[src/rtl/counter_share_ctrl_if.sv]
// Bundle of requester-side and counter-side signals for the shared counter
// controller. The master modport is the requester/lab side; the slave
// modport is the controller itself.
interface counter_share_ctrl_if #(
    parameter int N   = 5,
    parameter int REQ = 4
);
    logic [REQ-1:0]   req;
    logic [REQ*N-1:0] req_target;
    logic [REQ-1:0]   req_mode;
    logic [REQ-1:0]   grant;
    logic             busy;
    logic [N-1:0]     cnt_value;
    logic             cnt_enable;
    logic [REQ-1:0]   done;
    logic             err;

    modport master (
        output req, req_target, req_mode,
        input  grant, busy, cnt_value, cnt_enable, done, err
    );

    modport slave (
        input  req, req_target, req_mode,
        output grant, busy, cnt_value, cnt_enable, done, err
    );
endinterface

[src/rtl/counter_share_ctrl.sv]
// Round-robin owner of one shared N-bit counter. Each granted requester gets
// a single run (increment or doubling) up to its latched target, then a
// one-cycle done pulse with err flagging a doubling run that ran off the top.
//
// state | meaning
// ------+---------------------------------------------------------------
// IDLE  | no owner; arbitrate among req starting at the rr pointer
// LOAD  | owner granted; seed counter (0 increment, 1 doubling)
// RUN   | compare counter to target, otherwise step it
// DONE  | pulse done to owner, drive err, advance pointer past owner
module counter_share_ctrl #(
    parameter int N   = 5,
    parameter int REQ = 4
) (
    input logic                 clk,
    input logic                 reset,
    counter_share_ctrl_if.slave bus
);
    localparam int IW = (REQ > 1) ? $clog2(REQ) : 1;

    typedef enum logic [1:0] {IDLE, LOAD, RUN, DONE} state_t;

    state_t         state, state_nxt;
    logic [IW-1:0]  owner, owner_nxt;
    logic [IW-1:0]  ptr, ptr_nxt;
    logic [N-1:0]   target, target_nxt;
    logic           mode, mode_nxt;
    logic [N-1:0]   cnt, cnt_nxt;
    logic           err_q, err_nxt;

    logic [REQ-1:0] owner_1hot;
    logic [IW-1:0]  owner_inc;
    logic           owner_req;

    logic           hit_hi, hit_any;
    logic [IW-1:0]  pick_hi, pick_any, pick;
    logic [N-1:0]   pick_target;
    logic           pick_mode;

    assign owner_1hot = REQ'(1) << owner;
    assign owner_inc  = (owner == IW'(REQ - 1)) ? '0 : owner + 1'b1;
    assign owner_req  = |(bus.req & owner_1hot);

    // Round-robin pick: lowest set req at or above the pointer wins, else
    // the lowest set req overall (the wrap-around case).
    always_comb begin
        hit_hi      = 1'b0;
        hit_any     = 1'b0;
        pick_hi     = '0;
        pick_any    = '0;
        pick_target = '0;
        pick_mode   = 1'b0;
        for (int i = REQ - 1; i >= 0; i--) begin
            if (bus.req[i]) begin
                hit_any  = 1'b1;
                pick_any = IW'(i);
                if (IW'(i) >= ptr) begin
                    hit_hi  = 1'b1;
                    pick_hi = IW'(i);
                end
            end
        end
        pick = hit_hi ? pick_hi : pick_any;
        for (int i = 0; i < REQ; i++) begin
            if (IW'(i) == pick) begin
                pick_target = bus.req_target[i*N +: N];
                pick_mode   = bus.req_mode[i];
            end
        end
    end

    // State and datapath registers; synchronous reset to the idle values.
    always_ff @(posedge clk) begin
        if (reset) begin
            state  <= IDLE;
            owner  <= '0;
            ptr    <= '0;
            target <= '0;
            mode   <= 1'b0;
            cnt    <= '0;
            err_q  <= 1'b0;
        end else begin
            state  <= state_nxt;
            owner  <= owner_nxt;
            ptr    <= ptr_nxt;
            target <= target_nxt;
            mode   <= mode_nxt;
            cnt    <= cnt_nxt;
            err_q  <= err_nxt;
        end
    end

    // Next-state, datapath update and output decode. A dropped owner request
    // takes priority over the compare so an abort never steps the counter.
    always_comb begin
        state_nxt      = state;
        owner_nxt      = owner;
        ptr_nxt        = ptr;
        target_nxt     = target;
        mode_nxt       = mode;
        cnt_nxt        = cnt;
        err_nxt        = err_q;
        bus.grant      = '0;
        bus.busy       = 1'b0;
        bus.cnt_enable = 1'b0;
        bus.done       = '0;
        bus.err        = 1'b0;
        case (state)
            IDLE: begin
                if (hit_any) begin
                    owner_nxt  = pick;
                    target_nxt = pick_target;
                    mode_nxt   = pick_mode;
                    state_nxt  = LOAD;
                end
            end
            LOAD: begin
                bus.grant = owner_1hot;
                bus.busy  = 1'b1;
                if (!owner_req) begin
                    ptr_nxt   = owner_inc;
                    state_nxt = IDLE;
                end else begin
                    cnt_nxt   = mode ? N'(1) : '0;
                    state_nxt = RUN;
                end
            end
            RUN: begin
                bus.grant = owner_1hot;
                bus.busy  = 1'b1;
                if (!owner_req) begin
                    ptr_nxt   = owner_inc;
                    state_nxt = IDLE;
                end else if (cnt == target) begin
                    err_nxt   = 1'b0;
                    state_nxt = DONE;
                end else if (!mode) begin
                    cnt_nxt        = cnt + 1'b1;
                    bus.cnt_enable = 1'b1;
                end else if (cnt[N-1]) begin
                    err_nxt   = 1'b1;
                    state_nxt = DONE;
                end else begin
                    cnt_nxt        = {cnt[N-2:0], 1'b0};
                    bus.cnt_enable = 1'b1;
                end
            end
            DONE: begin
                bus.grant = owner_1hot;
                bus.busy  = 1'b1;
                bus.done  = owner_1hot;
                bus.err   = err_q;
                ptr_nxt   = owner_inc;
                state_nxt = IDLE;
            end
            default: state_nxt = IDLE;
        endcase
    end

    assign bus.cnt_value = cnt;
endmodule
[src/flat_wrapper.sv]
// flat-port wrapper written by rule: the top's interface ports become plain ports
module counter_share_ctrl_flat 
#(
    parameter int N   = 5,
    parameter int REQ = 4
)
  (clk, reset, bus_req, bus_req_target, bus_req_mode, bus_grant, bus_busy, bus_cnt_value, bus_cnt_enable, bus_done, bus_err);
  counter_share_ctrl_if #(.N(N), .REQ(REQ)) bus_i ();
  input logic clk;
  input logic reset;
  input wire logic [$bits(bus_i.req)-1:0] bus_req;
  input wire logic [$bits(bus_i.req_target)-1:0] bus_req_target;
  input wire logic [$bits(bus_i.req_mode)-1:0] bus_req_mode;
  output wire logic [$bits(bus_i.grant)-1:0] bus_grant;
  output wire logic [$bits(bus_i.busy)-1:0] bus_busy;
  output wire logic [$bits(bus_i.cnt_value)-1:0] bus_cnt_value;
  output wire logic [$bits(bus_i.cnt_enable)-1:0] bus_cnt_enable;
  output wire logic [$bits(bus_i.done)-1:0] bus_done;
  output wire logic [$bits(bus_i.err)-1:0] bus_err;
  assign bus_i.req = bus_req;
  assign bus_i.req_target = bus_req_target;
  assign bus_i.req_mode = bus_req_mode;
  assign bus_grant = bus_i.grant;
  assign bus_busy = bus_i.busy;
  assign bus_cnt_value = bus_i.cnt_value;
  assign bus_cnt_enable = bus_i.cnt_enable;
  assign bus_done = bus_i.done;
  assign bus_err = bus_i.err;
  counter_share_ctrl #(.N(N), .REQ(REQ)) u_core (.clk(clk), .reset(reset), .bus(bus_i));
endmodule
[config.mk]
export PLATFORM = sky130hd
export DESIGN_NAME = counter_share_ctrl_flat
export DESIGN_NICKNAME = d
export VERILOG_FILES = /design/src/rtl/counter_share_ctrl_if.sv /design/src/rtl/counter_share_ctrl.sv /design/src/flat_wrapper.sv
export SDC_FILE = /design/constraint.sdc
export NUM_CORES = 1
export LEC_CHECK = 0
export BUFFER_PORTS_ARGS = -buffer_cell sky130_fd_sc_hd__buf_4
export CELL_PAD_IN_SITES_DETAIL_PLACEMENT = 0
export CELL_PAD_IN_SITES_GLOBAL_PLACEMENT = 1
export CORE_ASPECT_RATIO = 0.75
export CORE_UTILIZATION = 35
export DETAILED_ROUTE_END_ITERATION = 10
export GPL_TIMING_DRIVEN = 0
export PLACE_DENSITY_LB_ADDON = 0.1
export RECOVER_POWER = 25
export SLEW_MARGIN = 30
export SYNTH_ARGS = -nofsm -noshare
export SYNTH_HDL_FRONTEND = slang
export SYNTH_SLANG_ARGS = --single-unit
[constraint.sdc]
create_clock -name clk -period 4 [get_ports clk]
set_input_delay 0.6 -clock clk [delete_from_list [all_inputs] [get_ports clk]]
set_output_delay 0.6 -clock clk [all_outputs]
set_load 0.02 [all_outputs]
; ---- Word-level counts from Yosys, hierarchy flattened
; Index checks and enable logic that the tools add are counted.
[op_classes]
add_sub_neg = 2
n_lt_le_gt_ge = 4
eq_ne = 16
shifts = 1
muxes = 62
bitwise_logic = 1
n_reduce_logical = 15
[ops]
columns = cell, n
row1 = 5-bit 2-to-1 mux, 9
row2 = 2-bit 2-to-1 mux, 21
row3 = 1-bit 2-to-1 mux, 27
row4 = 5-bit case mux with 2 select lines, 1
row5 = 4-bit 2-to-1 mux, 2
row6 = 4-bit by 3-bit inequality test with 1-bit output (second input constant), 2
row7 = 2-bit case mux with 4 select lines, 1
row8 = 4-bit AND reduction, 2
row9 = 2-bit nonzero test, 4
row10 = 2-bit equality test (second input constant), 3
row11 = 2-bit by 1-bit inequality test with 1-bit output (second input constant), 3
row12 = 5-bit by 1-bit adder with 5-bit output (second input constant), 1
row13 = 5-bit equality test, 1
row14 = 5-bit AND reduction, 1
row15 = 4-bit AND, 1
row16 = 2-bit equality test (first input constant), 2
row17 = 1-bit by 2-bit greater-or-equal comparator with 1-bit output (first input constant), 2
row18 = 2-bit greater-or-equal comparator (first input constant), 2
row19 = 2-bit logical NOT, 2
row20 = 2-bit inequality test (second input constant), 2
row21 = 2-bit case mux with 2 select lines, 1
row22 = 2-bit AND reduction, 2
row23 = 4-bit OR reduction, 1
row24 = 1-bit by 2-bit << shifter with 4-bit output (first input constant), 1
row25 = 7 further kinds, 7
[word_totals]
reg_bits = 18
input_bits = 30
output_inout_bits = 16
word_cells = 109

; ---- Longest topological paths before layout
; Gate-level depths: netlist (run 1).
[depth]
depth_word = 15
ltp_mapped = 7
ltp_nobuf = 7

; ---- Worst setup path after synthesis (run 1)
; No wires, ideal clock.
[synth_path]
path_kind = register to output
startpoint = reg u_core.owner[0]
endpoint = out bus_cnt_enable
arrival_ns = 1.313
required_time_ns = 3.400
slack_ns = 2.087
path_stages_with_launch = 7
n_path_buf = 0
path_cell_list = dfxtp_1 > inv_1 > ha_1 > a22oi_1 > nand2_1 > o2111ai_2 > inv_1
[synth_via]
elab_chain_len = 5
[synth_lines]
columns = element, line_no
row1 = from (decl), counter_share_ctrl.sv:24  ; logic [IW-1:0] owner, owner_nxt;
row2 = from (signal assigned), counter_share_ctrl.sv:84  ; owner <= owner_nxt;
row3 = 1-bit by 2-bit << shifter with 4-bit output, counter_share_ctrl.sv:40  ; assign owner_1hot = REQ'(1) << owner;
row4 = 4-bit AND, counter_share_ctrl.sv:42  ; assign owner_req = |(bus.req & owner_1hot);
row5 = 4-bit OR reduction, counter_share_ctrl.sv:42
row6 = 1-bit 2-to-1 mux, counter_share_ctrl.sv:131  ; if (!owner_req) begin
row7 = 1-bit 2-to-1 mux, counter_share_ctrl.sv:108  ; case (state)
row8 = to (decl), flat_wrapper.sv:17  ; output wire logic [$bits(bus_i.cnt_enable)-1:0] bus_cnt_enable;
; No other way between the ends.

; ---- Worst setup path in the final report (run 1)
; Same ends and word-level chain as after synthesis.

==> results_dict.tcl, run 1 <==
set metrics [dict create \
    outcome "complete, no violations" \
    grt_util_met3_pct 3.80 \
    clock_latency_ps 250 \
    fin_tns_setup_ps 0 \
    postSynthCellCount 158 \
    post_cts_buffers 0 \
    setup_violations 0 \
    rr_worst_depth 7 \
    gr-total-overflow 0 \
    fin_ws_ps 1500 \
    ys_top_cells_by_area "dfxtp_1 26%, mux2i_1 15%, ha_1 8.2%, nand2_1 3.8%, o221ai_1 3.8%" \
    synth_fp_nets 197 \
    start_util_pct 36.9 \
    ys_types 41 \
    hp-class "register to register" \
    yosysTopAreaCellShare_pct 26.3 \
    dp_hpwl_um 2740 \
    vias 1304 \
    start_kind "register" \
    endpoint "bus_cnt_enable" \
    area_growth_pct 31.7 \
    antenna_found_initial 0 \
    clock_skew_ps 2.85 \
    grt_max_degree 11 \
    wl_per_cell_um 13.1 \
    final_util_pct 48.6 \
    yosys.area.top_type "dfxtp_1" \
    worstHoldStart "u_core.ptr[0]$_SDFFE_PP0P_" \
    wl_um 3400 \
    ant_nets 0 \
    rows 19 \
    cts_buffers 3 \
    irDropWorstVdd_mv 0.154 \
    tritoncts "built" \
    tightest_slew_ps 481 \
    rsz0062_at_grt "no" \
    nets 247 \
    first_pass_iters 4 \
    gp_congestion 0.746 \
    seq_area_frac_synth_pct 26.3 \
    drtIter0Drc 45 \
    cp.arrival_ps 1900 \
    fillers 387 \
    grt_usage_pct 17.5 \
    routed_via_density 5.03 \
    synth_edf_count 0 \
    pre_cts_slack_ps 1750 \
    busiest_layer "met2" \
    rr_startpoint "u_core.state[0]$_SDFFE_PP0P_" \
    fin_total_pwr_uw 522 \
    ios 46 \
    async_flop_share_pct 0 \
    syn_avg_cell_area_um2 8.66 \
    synth_ff_type "dfxtp_1" \
    die_x_um 74.2 \
    clkSinkCount 18 \
    finalHoldViolations 0 \
    required_ps 3400 \
    r2r_end "u_core.target[0]$_SDFFE_PP0P_" \
    rrSetupSlack_ps 2050 \
    ctsResizeCount 0 \
    cellLeakagePower_nw 0.764 \
    drc 0 \
    period_share_pct 62.5 \
    root_buffer "clkbuf_8" \
    syn_area_mm2 0.00137 \
    grt_first_pass_wirelength_um 5690 \
    core_mm2 0.00371 \
    path_class "register to output pin" \
    antenna_cells 0 \
    drv_slew 0 \
    critPathMaxFanout 5 \
    globalRouteMet2Util_pct 26.9 \
    max_cap_violations 0 \
    cp-end-kind "output pin" \
    startpoint "u_core.owner[0]$_SDFFE_PP0P_" \
    clockBufferDepth 2 \
    floorplan.die_area_mm2 0.00417 \
    synth_seq_cells 18 \
    cts_max_level 1 \
    slew_headroom_pct 67.9 \
    yosys_warnings 0 \
    portBuffers 45 \
    fmax_mhz 400 \
    clk_pin_slew_ps 70 \
    period_minus_slack_ps 2500 \
    met1_usage_pct 25.5 \
    grt_pass1_vias 1212 \
    postCtsHoldBufs 0 \
    layout-drive-gt1-share_pct 25.6 \
    p_per_area_mw_per_mm2 290 \
    die_y_um 56.2 \
]
## layout by cell type, fill, tap and decap left out, types with 2 or more instances in the layout
master	count
a21oi_1	7
a22oi_1	2
a31oi_1	3
and2_1	6
buf_4	39
clkbuf_1	9
clkbuf_8	4
dfxtp_1	18
ha_1	9
inv_1	8
mux2i_1	20
nand2_1	14
nand2b_1	3
nand3_1	9
nor2_1	9
nor2b_1	6
o21ai_0	5
o221ai_1	6
xnor2_1	6
## synthesized netlist by cell type, types with 2 or more instances
library cell	instances
a21oi_1	7
a22oi_1	2
a31oi_1	3
and2_1	6
buf_2	2
clkbuf_1	2
dfxtp_1	18
ha_1	9
inv_1	8
mux2i_1	20
nand2_1	14
nand2b_1	3
nand3_1	9
nor2_1	9
nor2b_1	6
o21ai_0	5
o221ai_1	6
xnor2_1	6
## sequential cells by signal, indices dropped and copies added, names as in the netlist
| signal | cells |
|---|---|
| u_core.bus.cnt_value | 5 |
| u_core.target | 5 |
| u_core.owner | 2 |
| u_core.ptr | 2 |
| u_core.state | 2 |
| u_core.err_q | 1 |
| u_core.mode | 1 |
## through the flow
step / area, um^2 / instances / hold slack [ps]
after CTS: 1830 / 259 / 479
after floorplan: 1370 / 158 / 445
after detailed placement: 1770 / 255 / 463
after global routing: 1800 / 259 / 529
final: 1800 / 259 / 479
after global placement: 1770 / 255 / 466
## where the power goes
group          internal [mW]  switching (mW)
Sequential             0.194          0.0142
Combinational         0.0812          0.0827
Clock                 0.0875          0.0625
## cells by family (layout without fill, tap and decap cells)
logic type | after synthesis | in the layout | synth area share, %
AOI/OAI and AO/OA | 33 | 33 | 17.7
and+or+nand+nor | 55 | 55 | 21.3
buffers and inverters | 15 | 64 | 6.03
xor gates and xnor gates | 6 | 6 | 3.84
muxes | 22 | 22 | 16.5
adders and majority gates | 9 | 9 | 8.23
DFF | 18 | 18 | 26.3
## area by class of cell
class                      instances  area [um^2]  share of cell area (%)
timing repair buffer              45          315                    17.5
clock buffer                       4         55.1                    3.05
inverter                           9         33.8                    1.87
tap                               52         65.1                    3.61
sequential                        18          360                    20.0
buffer                             6         47.5                    2.64
multi-input combinational        125          926                    51.4
## layer usage
| metal | share of wire [%] | vias up | wire length (um) |
|---|---|---|---|
| met5 | 0 | - | 0 |
| met1 | 50 | 610 | 1710 |
| met2 | 46 | 31 | 1580 |
| met3 | 3.5 | 0 | 119 |
| met4 | 0 | 0 | 0 |
| li1 | - | 663 | - |
## critical path, cell delays in order, from the launching register on
cell       delay, ps
dfxtp_1          400
inv_1             80
ha_1             230
a22oi_1          280
nand2_1          210
o2111ai_2        160
inv_1            110
buf_4            170
## worst min path at each step
stage	to	slack (ps)	cells past startpoint
finish	u_core.ptr[0]$_SDFFE_PP0P_	480	2
global route	u_core.ptr[0]$_SDFFE_PP0P_	530	2
detailed placement	u_core.ptr[0]$_SDFFE_PP0P_	460	2
CTS	u_core.ptr[0]$_SDFFE_PP0P_	480	2
floorplan	u_core.ptr[0]$_SDFFE_PP0P_	450	2
global placement	u_core.ptr[0]$_SDFFE_PP0P_	470	2
No activity file was read; power rests on OpenSTA's default activity.
==> run 2: changes to the inputs <==
ABC_AREA = 1   (was not set)
CORE_UTILIZATION = 33   (was 35)
clock period = 2.2 ns   (was 4 ns; I/O delays follow)
==> run 2 against run 1 <==
Synthesized area up 17%. Non-clock buffer count down 3. Die area up 23%. Combinational power rose to 3.2 times the previous value. Clock power up 52%. Largest power group is now combinational logic. Highest routed layer is now met4. Global-route usage down 1.7 points. Sequential cell count unchanged. Design area up 12%. Synthesized cell count up 47%. Count of clock-buffer cells in the layout down 1.
==> results_dict.tcl, run 2 <==
set metrics [dict create \
    outcome "complete, no violations" \
    synth_seq_cells 18 \
    fillers 520 \
    async_flop_share_pct 0 \
    rsz0062_at_grt "no" \
    cts_buffers 3 \
    yosys.area.top_type "dfxtp_1" \
    wl_um 3800 \
    hp-class "primary input to register" \
    synth_compound_area_share_pct 16.7 \
    synth_ff_type "dfxtp_1" \
    max_cap_violations 0 \
    period_minus_slack_ps 2050 \
    post_cts_buffers 0 \
    synth_edf_count 0 \
    nets 322 \
    vias 1557 \
    portBuffers 45 \
    first_pass_iters 4 \
    drc 0 \
    synthSimpleGateAreaFrac_pct 38.6 \
    ant_nets 0 \
    syn_avg_cell_area_um2 6.86 \
    wl_per_cell_um 11.2 \
    ys_types 30 \
    finalHoldViolations 0 \
    gp_congestion 0.712 \
    routed_via_density 4.61 \
    synthMostInstantiatedCell "nand2_1" \
    rrSetupSlack_ps 320 \
    start_util_pct 35.2 \
    setup_violations 0 \
    layout-drive-gt1-share_pct 31.7 \
    whs_ps 339 \
    synth-xor-area-share_pct 3.29 \
    fin_total_pwr_mw 1.17 \
    cellLeakagePower_nw 1.01 \
    antenna_found_initial 0 \
    grt_first_pass_wirelength_um 6360 \
    clock_skew_ps 1.80 \
    antenna_cells 0 \
    grt_usage_pct 15.8 \
    syn_area_mm2 0.00160 \
    core_mm2 0.00455 \
    tritoncts "built" \
    clock_latency_ps 250 \
    grt_max_degree 11 \
    path_class "register to output pin" \
    yosys_warnings 0 \
    synth_top_family_by_area "simple AND/OR/NAND/NOR gates" \
    pre_cts_slack_ps 339 \
    final_cell_mix "44 x nand2_1, 38 x buf_4, 28 x inv_1, 22 x nor2_1, 17 x dfxtp_1" \
    synth_fp_nets 272 \
    drtIter0Drc 56 \
    dp_hpwl_um 3100 \
    p_per_area_mw_per_mm2 580 \
    cp-end-kind "output pin" \
    final_common_cell "nand2_1" \
    root_buffer "clkbuf_8" \
    ys_top_cells_by_area "dfxtp_1 23%, nand2_1 10%, ha_1 7.0%, inv_1 6.6%, nand3_2 5.6%" \
    clockBufferDepth 2 \
    drv_slew 0 \
    irDropWorstVdd_mv 0.422 \
    die_y_um 62.3 \
    clk_pin_slew_ps 70 \
    ios 46 \
    cp.arrival_ps 1720 \
    cts_max_level 1 \
    grt_pass1_vias 1430 \
    rows 21 \
    ys_top_cells_by_count "44 x nand2_1, 28 x inv_1, 22 x nor2_1, 18 x dfxtp_1" \
    synth_fa_ha_area_share_pct 7.04 \
    die_x_um 82.4 \
    area_growth_pct 26.3 \
    postSynthCellCount 233 \
    synthMuxAreaShare_pct 0 \
    critPathMaxFanout 5 \
    gr-total-overflow 0 \
    seq_area_frac_synth_pct 22.5 \
    yosysTopAreaCellShare_pct 22.5 \
    fin_ws_ps 149 \
    tightest_slew_ps 664 \
    fmax_mhz 487 \
    fin_tns_setup_ps 0 \
    required_ps 1870 \
    start_kind "register" \
    floorplan.die_area_mm2 0.00513 \
    period_share_pct 93.2 \
    slew_headroom_pct 55.5 \
    clkSinkCount 18 \
]
## run 2: cell count changes after synthesis, moves of 6 or more
cell      previous run  this run
inv_1                8        28
mux2i_1             20         0
inv_2                0         7
o221ai_1             6         0
nand4_1              0        10
and2_1               6         0
nor2b_1              6         0
nor2_1               9        22
nand2_1             14        44
nand3_2              0         9
nand2_2              0        12
nand3b_1             0         8
o21ai_0              5        11
## run 2: stage by stage
stage / util, % / area (um^2) / std cells
4_1_cts: 45.1 / 2050 / 338
3_5_place_dp: 44.2 / 2010 / 335
3_3_place_gp: 44.2 / 2010 / 335
6_report: 44.4 / 2020 / 338
5_1_grt: 44.4 / 2020 / 338
2_1_floorplan: - / 1600 / 233
## run 2: final timing paths
| check | start | endpoint | cells after the start |
|---|---|---|---|
| setup / recovery | u_core.owner[0]$_SDFFE_PP0P_ | bus_cnt_enable | 9 |
| hold reg to reg | u_core.target[4]$_SDFFE_PP0P_ | u_core.target[4]$_SDFFE_PP0P_ | 2 |
| setup reg to reg | u_core.state[0]$_SDFFE_PP0P_ | u_core.owner[0]$_SDFFE_PP0P_ | 8 |
| hold / removal | reset | u_core.owner[0]$_SDFFE_PP0P_ | 4 |
## run 2: timing repair
item / in CTS / in global routing
endpoints found under the setup margin: 0 / 1
resized for setup: 0 / 2
hold buffers: 0 / 0
## run 2: logic make-up after synthesis
group	count (synthesis)
simple gates	116
buf+inv	44
compound gates	40
flops	18
fa+ha+maj	9
xor+xnor	6
## run 2: layout make-up
class | instances | area (um^2) | share of cell area [%]
Multi-Input combinational cell | 171 | 1040 | 51.7
Sequential cell | 18 | 362 | 17.9
Timing Repair Buffer | 45 | 312 | 15.4
Inverter | 41 | 154 | 7.62
Tap cell | 57 | 71.3 | 3.53
Clock buffer | 3 | 41.3 | 2.04
Buffer | 3 | 35.0 | 1.73
## run 2: metal layers
layer	wire length [um]	vias to the layer above	GRT usage (%)
met1	2030	675	22.4
met5	0	-	0
met2	1600	30	24.9
met4	14	0	2.63
met3	150	2	3.09
li1	-	850	-
## run 2: worst max-delay path: stages, from the launching register on
cell,delay [ps]
dfxtp_2,330
inv_1,120
ha_1,200
inv_1,60
o22ai_1,200
nor2_2,90
inv_2,100
nand4_1,160
inv_1,90
buf_4,130
## run 2: where the power goes
group          total (mW)  leakage (nW)  switching [mW]  internal (mW)
sequential          0.411         0.148          0.0433          0.368
combinational       0.532         0.842           0.316          0.216
clock               0.228        0.0216           0.107          0.122
total                1.17          1.01           0.466          0.706
==> run 3: changes to the inputs <==
CORE_UTILIZATION = 35   (was 33)
clock period = 2.11 ns   (was 2.2 ns; I/O delays follow)
==> run 3 against run 2 <==
First-iteration DRC count decreased by 5.4%. Total power grew 9.7%. Critical path depth stayed put. Setup slack improved by 17 ps. Core utilization grew 4.4 points. Non-clock buffer count up 1. Combinational power up 6.6%. Register-to-register slack got worse by 120 ps. Worst hold slack got worse by 27 ps. Global-route usage up 1.6 points. Design area grew 1.7%.
==> results_dict.tcl, run 3 (synthesis results as in run 2) <==
set metrics [dict create \
    outcome "complete, no violations" \
    grt_pass1_vias 1477 \
    area_growth_pct 28.4 \
    tightest_slew_ps 678 \
    hp-class "primary input to register" \
    ios 46 \
    clock_skew_ps 2.41 \
    max_cap_violations 0 \
    p_clk_share_pct 22.3 \
    finalHoldViolations 0 \
    p_per_area_mw_per_mm2 626 \
    gr-total-overflow 0 \
    rsz0062_at_grt "no" \
    grt_usage_pct 17.5 \
    period_minus_slack_ps 1940 \
    cellLeakagePower_nw 1.03 \
    nets 323 \
    die_x_um 80.1 \
    grt_first_pass_wirelength_um 6620 \
    startpoint "u_core.owner[0]$_SDFFE_PP0P_" \
    cp-end-kind "output pin" \
    antenna_cells 0 \
    irDropWorstVdd_mv 0.349 \
    start_kind "register" \
    layout-drive-gt1-share_pct 34.3 \
    cts_max_level 1 \
    critPathMaxFanout 5 \
    die_y_um 60.5 \
    combPwrFrac_pct 44.1 \
    internal_power_uw 783 \
    drv_slew 0 \
    antenna_found_initial 0 \
    clockBufferDepth 2 \
    rows 20 \
    drtIter0Drc 53 \
    rrSetupSlack_ps 200 \
    dp_hpwl_um 3050 \
    required_ps 1790 \
    grt_max_degree 11 \
    rr_worst_depth 8 \
    p_seq_share_pct 33.6 \
    fin_total_pwr_mw 1.28 \
    core_mm2 0.00420 \
    gp_congestion 0.752 \
    final_cell_mix "44 x nand2_1, 41 x buf_4, 26 x inv_1, 22 x nor2_1, 16 x dfxtp_1" \
    swShare_pct 39.1 \
    routed_via_density 4.63 \
    fmax_mhz 514 \
    total_switching_power_uw 502 \
    clkSinkCount 18 \
    portBuffers 45 \
    rr_startpoint "u_core.state[0]$_SDFFE_PP0P_" \
    endpoint "bus_cnt_enable" \
    path_class "register to output pin" \
    fin_tns_setup_ps 0 \
    setup_violations 0 \
    final_common_cell "nand2_1" \
    first_pass_iters 4 \
    cp.arrival_ps 1630 \
    cts_buffers 3 \
    r2r_end "u_core.owner[0]$_SDFFE_PP0P_" \
    clock_latency_ps 260 \
    slew_headroom_pct 54.6 \
    clk_pin_slew_ps 70 \
    period_share_pct 92.1 \
    wl_um 3850 \
    start_util_pct 38.0 \
    root_buffer "clkbuf_8" \
    drc 0 \
    ant_nets 0 \
    wl_per_cell_um 11.4 \
    tritoncts "built" \
    floorplan.die_area_mm2 0.00485 \
    vias 1566 \
]
run 3: metrics by stage:
stage	instance area [um^2]	worst slack, ps	util (%)	hold slack (ps)	std cells
final	2050	166	48.8	312	338
after global placement	2010	280	47.7	477	333
after CTS	2060	74.9	49.1	315	337
after floorplan	1600	574	-	456	233
after global routing	2050	11.8	48.8	323	338
after detailed placement	2010	283	47.7	483	333
run 3: worst min-delay path by stage:
stage / from / end / cells after the start / slack [ps]
global route: reset / u_core.owner[0]$_SDFFE_PP0P_ / 4 / 320
CTS: reset / u_core.owner[0]$_SDFFE_PP0P_ / 4 / 310
finish: reset / u_core.owner[0]$_SDFFE_PP0P_ / 4 / 310
global placement: u_core.ptr[0]$_SDFFE_PP0P_ / u_core.ptr[0]$_SDFFE_PP0P_ / 2 / 480
detailed placement: u_core.target[2]$_SDFFE_PP0P_ / u_core.target[2]$_SDFFE_PP0P_ / 2 / 480
floorplan: u_core.ptr[1]$_SDFFE_PP0P_ / u_core.ptr[1]$_SDFFE_PP0P_ / 2 / 460
run 3: area by class of cell:
| class | instances | area, um^2 |
|---|---|---|
| fillers | 459 | 2150 |
| inverters | 41 | 154 |
| flip-flops and latches | 18 | 363 |
| clock buffers | 4 | 55.1 |
| multi-input cells | 171 | 1050 |
| well taps | 55 | 68.8 |
| plain buffers | 3 | 35.0 |
| repair buffers | 46 | 327 |
run 3: power groups by stage:
| stage | Combinational, mW | Sequential (mW) | Clock, mW |
|---|---|---|---|
| floorplan | 0.401 | 0.439 | 0 |
| global placement | 0.562 | 0.436 | 0 |
| detailed placement | 0.566 | 0.437 | 0 |
| CTS | 0.572 | 0.429 | 0.295 |
| global route | 0.643 | 0.439 | 0.303 |
| finish | 0.567 | 0.431 | 0.287 |
run 3: layer usage:
layer | GRT usage (%) | up-vias | part of all wire (%)
li1 | - | 852 | -
met1 | 25.4 | 683 | 54
met2 | 27.8 | 29 | 41
met3 | 3.16 | 2 | 4.1
met4 | 2.30 | 0 | 0.29
met5 | 0 | - | 0
run 3: critical path: stages (launching register included):
cell	delay, ps
dfxtp_2	350
inv_2	60
ha_1	210
inv_1	80
o22ai_2	90
nor2_2	170
inv_2	80
nand4_1	130
inv_1	50
buf_4	150
run 3: repair_timing:
item	in CTS	in global routing
pin swaps	0	2
endpoints found under the setup margin	1	1
gates cloned	0	0
setup buffers	0	1
gates resized for setup	1	5
hold buffers	0	0
